[config.mk]
export PLATFORM = sky130hd
export DESIGN_NAME = ex_operand_stage
export DESIGN_NICKNAME = d
export VERILOG_FILES = /design/src/rtl/ex_operand_stage.sv
export SDC_FILE = /design/constraint.sdc
export NUM_CORES = 1
export LEC_CHECK = 0
export CAP_MARGIN = 20
export CELL_PAD_IN_SITES_DETAIL_PLACEMENT = 2
export CELL_PAD_IN_SITES_GLOBAL_PLACEMENT = 2
export CORE_MARGIN = 1.5
export CORE_UTILIZATION = 36
export CTS_BUF_LIST = sky130_fd_sc_hd__clkbuf_2 sky130_fd_sc_hd__clkbuf_4 sky130_fd_sc_hd__clkbuf_8
export DETAILED_ROUTE_END_ITERATION = 7
export DONT_BUFFER_PORTS = 1
export GPL_TIMING_DRIVEN = 0
export PLACE_DENSITY = 0.84
export SLEW_MARGIN = 0
export SYNTH_ARGS = -nofsm -noshare
export SYNTH_HDL_FRONTEND = slang
export SYNTH_SLANG_ARGS = --single-unit
[constraint.sdc]
create_clock -name clk -period 1.9 [get_ports clk]
set_input_delay 0.095 -clock clk [delete_from_list [all_inputs] [get_ports clk]]
set_output_delay 0.095 -clock clk [all_outputs]
set_load 0.01 [all_outputs]
[src/rtl/ex_operand_stage.sv]
// ID/EX register plus RAW forwarding from EX/MEM and MEM/WB.
// Drives ALUOperation/A/B/EX_StoreData; ForwardA/B expose the mux selects.
//
// Ports:
//   clk, reset            clock, sync active-high reset
//   Stall, Flush          hold the stage / load a bubble
//   ID_*                  decoded instruction fields from ID
//   MEM_*, WB_*           write-back info from EX/MEM and MEM/WB
//   EX_Valid              stage holds a real instruction
//   ALUOperation, A, B    ALU control and operands
//   EX_StoreData          forwarded Rt value for stores
//   ForwardA, ForwardB    00 regfile, 01 WB, 10 MEM
module ex_operand_stage #(
  parameter int          DATA_WIDTH     = 32,
  parameter int          REG_ADDR_WIDTH = 5,
  parameter logic [3:0]  NOP_OP         = 4'b1111
) (
  input  logic                      clk,
  input  logic                      reset,
  input  logic                      Stall,
  input  logic                      Flush,
  input  logic                      ID_Valid,
  input  logic [3:0]                ID_ALUOperation,
  input  logic                      ID_ALUSrc,
  input  logic [DATA_WIDTH-1:0]     ID_ReadData1,
  input  logic [DATA_WIDTH-1:0]     ID_ReadData2,
  input  logic [DATA_WIDTH-1:0]     ID_Immediate,
  input  logic [REG_ADDR_WIDTH-1:0] ID_Rs,
  input  logic [REG_ADDR_WIDTH-1:0] ID_Rt,
  input  logic                      MEM_RegWrite,
  input  logic [REG_ADDR_WIDTH-1:0] MEM_WriteRegister,
  input  logic [DATA_WIDTH-1:0]     MEM_ALUResult,
  input  logic                      WB_RegWrite,
  input  logic [REG_ADDR_WIDTH-1:0] WB_WriteRegister,
  input  logic [DATA_WIDTH-1:0]     WB_WriteData,
  output logic                      EX_Valid,
  output logic [3:0]                ALUOperation,
  output logic [DATA_WIDTH-1:0]     A,
  output logic [DATA_WIDTH-1:0]     B,
  output logic [DATA_WIDTH-1:0]     EX_StoreData,
  output logic [1:0]                ForwardA,
  output logic [1:0]                ForwardB
);

  localparam logic [1:0] FWD_RF  = 2'b00;
  localparam logic [1:0] FWD_WB  = 2'b01;
  localparam logic [1:0] FWD_MEM = 2'b10;

  logic                      valid_q;
  logic [3:0]                op_q;
  logic                      alusrc_q;
  logic [DATA_WIDTH-1:0]     rd1_q;
  logic [DATA_WIDTH-1:0]     rd2_q;
  logic [DATA_WIDTH-1:0]     imm_q;
  logic [REG_ADDR_WIDTH-1:0] rs_q;
  logic [REG_ADDR_WIDTH-1:0] rt_q;

  always_ff @(posedge clk) begin
    if (reset || Flush || (!Stall && !ID_Valid)) begin
      valid_q  <= 1'b0;
      op_q     <= NOP_OP;
      alusrc_q <= 1'b0;
      rd1_q    <= '0;
      rd2_q    <= '0;
      imm_q    <= '0;
      rs_q     <= '0;
      rt_q     <= '0;
    end else if (!Stall) begin
      valid_q  <= 1'b1;
      op_q     <= ID_ALUOperation;
      alusrc_q <= ID_ALUSrc;
      rd1_q    <= ID_ReadData1;
      rd2_q    <= ID_ReadData2;
      imm_q    <= ID_Immediate;
      rs_q     <= ID_Rs;
      rt_q     <= ID_Rt;
    end
  end

  // MEM wins over WB since it holds the younger result.
  function automatic logic [1:0] fwd_sel(
    input logic [REG_ADDR_WIDTH-1:0] src
  );
    logic nz;
    nz = (src != '0);
    if (MEM_RegWrite && nz && MEM_WriteRegister == src)
      fwd_sel = FWD_MEM;
    else if (WB_RegWrite && nz && WB_WriteRegister == src)
      fwd_sel = FWD_WB;
    else
      fwd_sel = FWD_RF;
  endfunction

  logic [1:0]            fa;
  logic [1:0]            fb;
  logic [DATA_WIDTH-1:0] va;
  logic [DATA_WIDTH-1:0] vb;

  always_comb begin
    fa = fwd_sel(rs_q);
    fb = fwd_sel(rt_q);
    va = rd1_q;
    vb = rd2_q;
    unique case (1'b1)
      fa == FWD_MEM: va = MEM_ALUResult;
      fa == FWD_WB:  va = WB_WriteData;
      default:       va = rd1_q;
    endcase
    unique case (1'b1)
      fb == FWD_MEM: vb = MEM_ALUResult;
      fb == FWD_WB:  vb = WB_WriteData;
      default:       vb = rd2_q;
    endcase
  end

  // A bubble presents a clean, inert operand set to the ALU.
  always_comb begin
    EX_Valid     = valid_q;
    ALUOperation = NOP_OP;
    A            = '0;
    B            = '0;
    EX_StoreData = '0;
    ForwardA     = FWD_RF;
    ForwardB     = FWD_RF;
    if (valid_q) begin
      ALUOperation = op_q;
      A            = va;
      B            = alusrc_q ? imm_q : vb;
      EX_StoreData = vb;
      ForwardA     = fa;
      ForwardB     = fb;
    end
  end

endmodule

==> results.md, run 1 <==
* Outcome: did not finish
* Fail Step: global routing
* First Err: [ERROR GRT-0232] Routing congestion too high. Check the congestion heatmap in the GUI.
* Synth async-reset ratio at 0%
* Cell count after synthesis at 707
* Worst EP Category: primary output
* Mean Syn Cell Area at 8.81 sq um
* TritonCTS Buffers at 9
* Root buf cell: clkbuf_8
* Predominant post-synthesis flop cell: dfxtp_1
* Starting Density at 37.2%
* Maximum root-to-sink buffer count at 2
* Congestion Overflow GR at 75
* Yosys reg bits at 112
* # IOs at 297
* Post-DP HPWL at 20600 microns
* All-Layer GR Usage at 74.6%
* Antenna violations before repair at 4
* Clock sink count at 112
* Number of flops mapped to enable cells by yosys at 0
* # H-tree levels at 3
* Largest net degree at the start of global routing at 16
* Syn nets at 899
* Gpl congestion at 0.861
* FP Rows at 47
* Dpl cell area at 6500 sq um
* Chip Height at 135 microns
* Sequential fraction of the synthesis area at 36.0%
* IO buf count at 0
* GRT worst endpoint: B[31]
* Total number of yosys warnings at 0
* Die Wd at 135 microns
* Post-Syn Area at 6230 sq um
* Yosys cell types at 32
## synthesized netlist by cell type (7+ instances only)
cell / count / area share, %
dfxtp_1: 112 / 36
mux2i_1: 171 / 27
clkbuf_1: 29 / 1.7
o21ai_0: 45 / 3.6
xnor2_1: 16 / 2.3
buf_6: 7 / 1.3
buf_2: 24 / 1.9
o21ai_1: 51 / 4.1
nor2_1: 111 / 6.7
a32oi_1: 31 / 4.4
a21oi_1: 65 / 5.2
## per-layer routing
| layer | global-route usage [%] | overflow |
|---|---|---|
| met1 | 74.7 | 0 |
| met2 | 94.3 | 38 |
| met3 | 55.1 | 0 |
| met4 | 79.6 | 37 |
| met5 | 1.94 | 0 |
## cell families after synthesis
logic type | synth area share [%]
compound gates | 18.0
xor+xnor | 2.81
simple gates | 10.2
mux | 27.5
flops | 36.0
buf+inv | 5.55
## repair_timing
item	4_1_cts
hold endpoints to repair	111
cloned	1
hold buffers	111
endpoints found under the setup margin	103
pin swaps	48
resized for setup	351
setup buffers	8
## stage by stage
| stage | TNS (ns) | cells | hold WS (ns) | setup WS [ns] | util (%) |
|---|---|---|---|---|---|
| 2_1_floorplan | 0 | 707 | 0.239 | 0.148 | - |
| 3_3_place_gp | -34.25 | 927 | 0.240 | -0.756 | 38.8 |
| 3_5_place_dp | -41.04 | 927 | 0.252 | -0.806 | 38.8 |
| 4_1_cts | -41.61 | 1059 | 0.221 | -0.471 | 56.1 |
==> inputs of run 2 (changes only) <==
CELL_PAD_IN_SITES_DETAIL_PLACEMENT = default   (was 2)
CELL_PAD_IN_SITES_GLOBAL_PLACEMENT = default   (was 2)
CORE_UTILIZATION = 25   (was 36)
CTS_BUF_LIST = default   (was sky130_fd_sc_hd__clkbuf_2 sky130_fd_sc_hd__clkbuf_4 sky130_fd_sc_hd__clkbuf_8)
PLACE_DENSITY = default   (was 0.84)
PLACE_DENSITY_LB_ADDON = 0.15   (was default)
==> run 2 against run 1 <==
Against the previous run: the flow now finishes, with violations (negative setup slack); synthesized cell count did not move; synthesized area unchanged.
==> results.md, run 2 <==
* Worst R2R Start: EX_Valid
* Via density at 5.14
* First-pass GRT wire length at 41600 microns
* Vias in the first global route at 6444
* Congestion Overflow GR at 0
* Filler cell count at 2396
* Total vias in the final route at 6076
* FP Rows at 57
* Drt wl/cell at 24.5 microns
* Worst setup margin at -0.397 ns
* Gpl congestion at 0.764
* Total Nets Final at 1045
* WP data arrival at 2.20 ns
* Clock-pin slew on the worst setup and hold paths at 0.08 ns
* Yosys reg bits at 112
* Hold depth at 3
* TritonCTS clock tree: done
* FMAX at 435 MHz
* # H-tree levels at 3
* Switching power at 1490 uW
* Chip Height at 161 microns
* DRC Markers at 0
* Synth async-reset ratio at 0%
* Number of flops mapped to enable cells by yosys at 0
* Cell count after synthesis at 707
* Total number of yosys warnings at 0
* Clk_lat worst skew at 0.35 ns
* # IOs at 297
* Failing checks: negative setup slack
* Clock skew at 0 ns
* FF-to-FF setup slack at 0.78 ns
* Placed cells at 1031
* Critical Path Start Type: flop
* Post-Route WL at 29000 microns
* Mean Syn Cell Area at 8.81 sq um
* Synth area leaders: dfxtp_1, mux2i_1, nor2_1
* Post-Syn Area at 6230 sq um
* Min-delay worst type: primary input to flop
* Reg2reg path depth at 3
* Yosys cell types at 32
* Syn nets at 899
* Synth top cells by count: mux2i_1, dfxtp_1, nor2_1
* Post-synth top area cell: dfxtp_1
* Starting Density at 25.5%
* Die Wd at 161 microns
* Pwr dens at 500 nW/um^2
* DRT Pass-1 Iters at 5
* Area grow syn2layout at 67.9%
* IO buf count at 0
* N_diodes at 0
* Predominant post-synthesis flop cell: dfxtp_1
* Largest net degree at the start of global routing at 18
* Share of cells above drive strength 1 at 36.3%
* Post-DP HPWL at 20200 microns
* Crit Path Category: flop to output pin
* Maximum root-to-sink buffer count at 2
* Critical path peak fanout at 5
* Reg-to-reg critical path endpoint: EX_Valid
* Synth top area share at 36.0%
* RSZ-0062 raised after global routing: yes
* Worst EP required at 1.80 ns
* All-Layer GR Usage at 21.6%
* Power share of the sequential group at 47.2%
* Crit. End Element: output pin
* Crit path from: rt_q[1]
* Initial drt markers at 264
* Comb power frac at 17.1%
* Slew @ Worst Pin at 1.00 ns
* Sequential fraction of the synthesis area at 36.0%
* Final-report max-slew violation count at 0
* Setup Viol. Count Final at 100
* Crit path to: EX_StoreData[20]
* Root buf cell: clkbuf_16
* TritonCTS Buffers at 9
* Commonest non-fill, non-tap cell in the layout: mux2i_1
* Count leader, synth: mux2i_1
* Sw Ratio at 28.5%
* Die Area at 25900 sq um
* Final-report hold violation count at 0
* Clock share of power at 35.8%
* Worst hold margin at 0.297 ns
* Pint at 3740 uW
* Clock sink count at 112
* Leakage at 0.00351 uW
* Antenna violations before repair at 0
* Rel. slew slack at 33.2%
* Tmin final at 2.30 ns
* Finished Layout Cells at 1181
* Most frequent cells in the layout: mux2i_1, dlygate4sd3_1, nor2_1, dfxtp_1, a21oi_4
* Largest regs: imm_q x32, rd1_q x32, rd2_q x32
* Core ar. at 24400 sq um
* Maximum vdd drop at 303 uV
* Period utilization at 121%
* Routed Antenna Nets at 0
* Maximum capacitance violations at 0
* Outcome: finished, violations left
run 2: cell type report:
type | instances | area (sq um) | share of cell area (%)
Timing Repair Buffer | 135 | 1480 | 14.2
Clock buffer | 11 | 233 | 2.23
Clock inverter | 4 | 31.3 | 0.299
Inverter | 1 | 3.75 | 0.0359
Multi-Input combinational cell | 528 | 5360 | 51.3
Buffer | 66 | 667 | 6.38
Sequential cell | 112 | 2270 | 21.7
Tap cell | 324 | 405 | 3.88
run 2: cell families after synthesis:
logic type      share of synthesized area (%)
compound gates                           18.0
mux                                      27.5
simple gates                             10.2
flops                                    36.0
buf+inv                                  5.55
xor+xnor                                 2.81
run 2: power by group through the flow:
stage	Clock, uW	Combinational, uW	Sequential [uW]
floorplan	0	390	2500
global placement	0	528	2510
detailed placement	0	527	2510
CTS	1930	828	2460
global route	2030	955	2470
finish	1870	892	2470
run 2: critical path, cell delays in order, from the launching register on:
cell and delay [ns]:
dfxtp_4 0.35, or4_4 0.54, nor2_4 0.15, nor3_4 0.07, buf_8 0.16, buf_12 0.16, mux2i_4 0.20, a21oi_2 0.20
run 2: worst min-delay path by stage:
stage          endpoint             from  slack, ns
5_1_grt         op_q[0]            Stall       0.34
3_5_place_dp   imm_q[6]  ID_Immediate[6]       0.25
6_report        op_q[0]            Stall       0.30
3_3_place_gp    rt_q[2]         ID_Rt[2]       0.24
2_1_floorplan  alusrc_q        ID_ALUSrc       0.24
4_1_cts         op_q[0]            Stall       0.31
run 2: what timing repair did:
| action | in CTS | in global routing |
|---|---|---|
| resized for setup | 315 | 168 |
| pin swaps | 39 | 47 |
| endpoints found under the hold margin | 111 | 0 |
| gates cloned | 3 | 5 |
| buffers inserted | 10 | 6 |
| endpoints found under the setup margin | 103 | 116 |
| hold buffers | 111 | 0 |
run 2: metal layers:
layer  track usage [%]  part of all wire, %  vias to the layer above
met3              4.65                  5.9                       29
met4              6.02                  1.8                        0
met2              37.2                   49                      214
met1              27.2                   44                     2970
li1                  -                    -                     2863
met5                 0                    0                        -
run 2: stage by stage:
| step | setup TNS [ns] | worst slack (ns) | instance area [sq um] | util [%] | power, uW |
|---|---|---|---|---|---|
| after CTS | -37.36 | -0.418 | 9430 | 38.7 | 5220 |
| final | -35.20 | -0.397 | 10500 | 42.9 | 5230 |
| after global routing | -43.31 | -0.495 | 10500 | 42.9 | 5460 |
| after detailed placement | -51.08 | -0.857 | 6630 | 27.2 | 3040 |
| after floorplan | 0 | 0.148 | 6230 | - | 2890 |
| after global placement | -50.46 | -0.849 | 6630 | 27.2 | 3040 |
No activity file was read; power rests on OpenSTA's default activity.
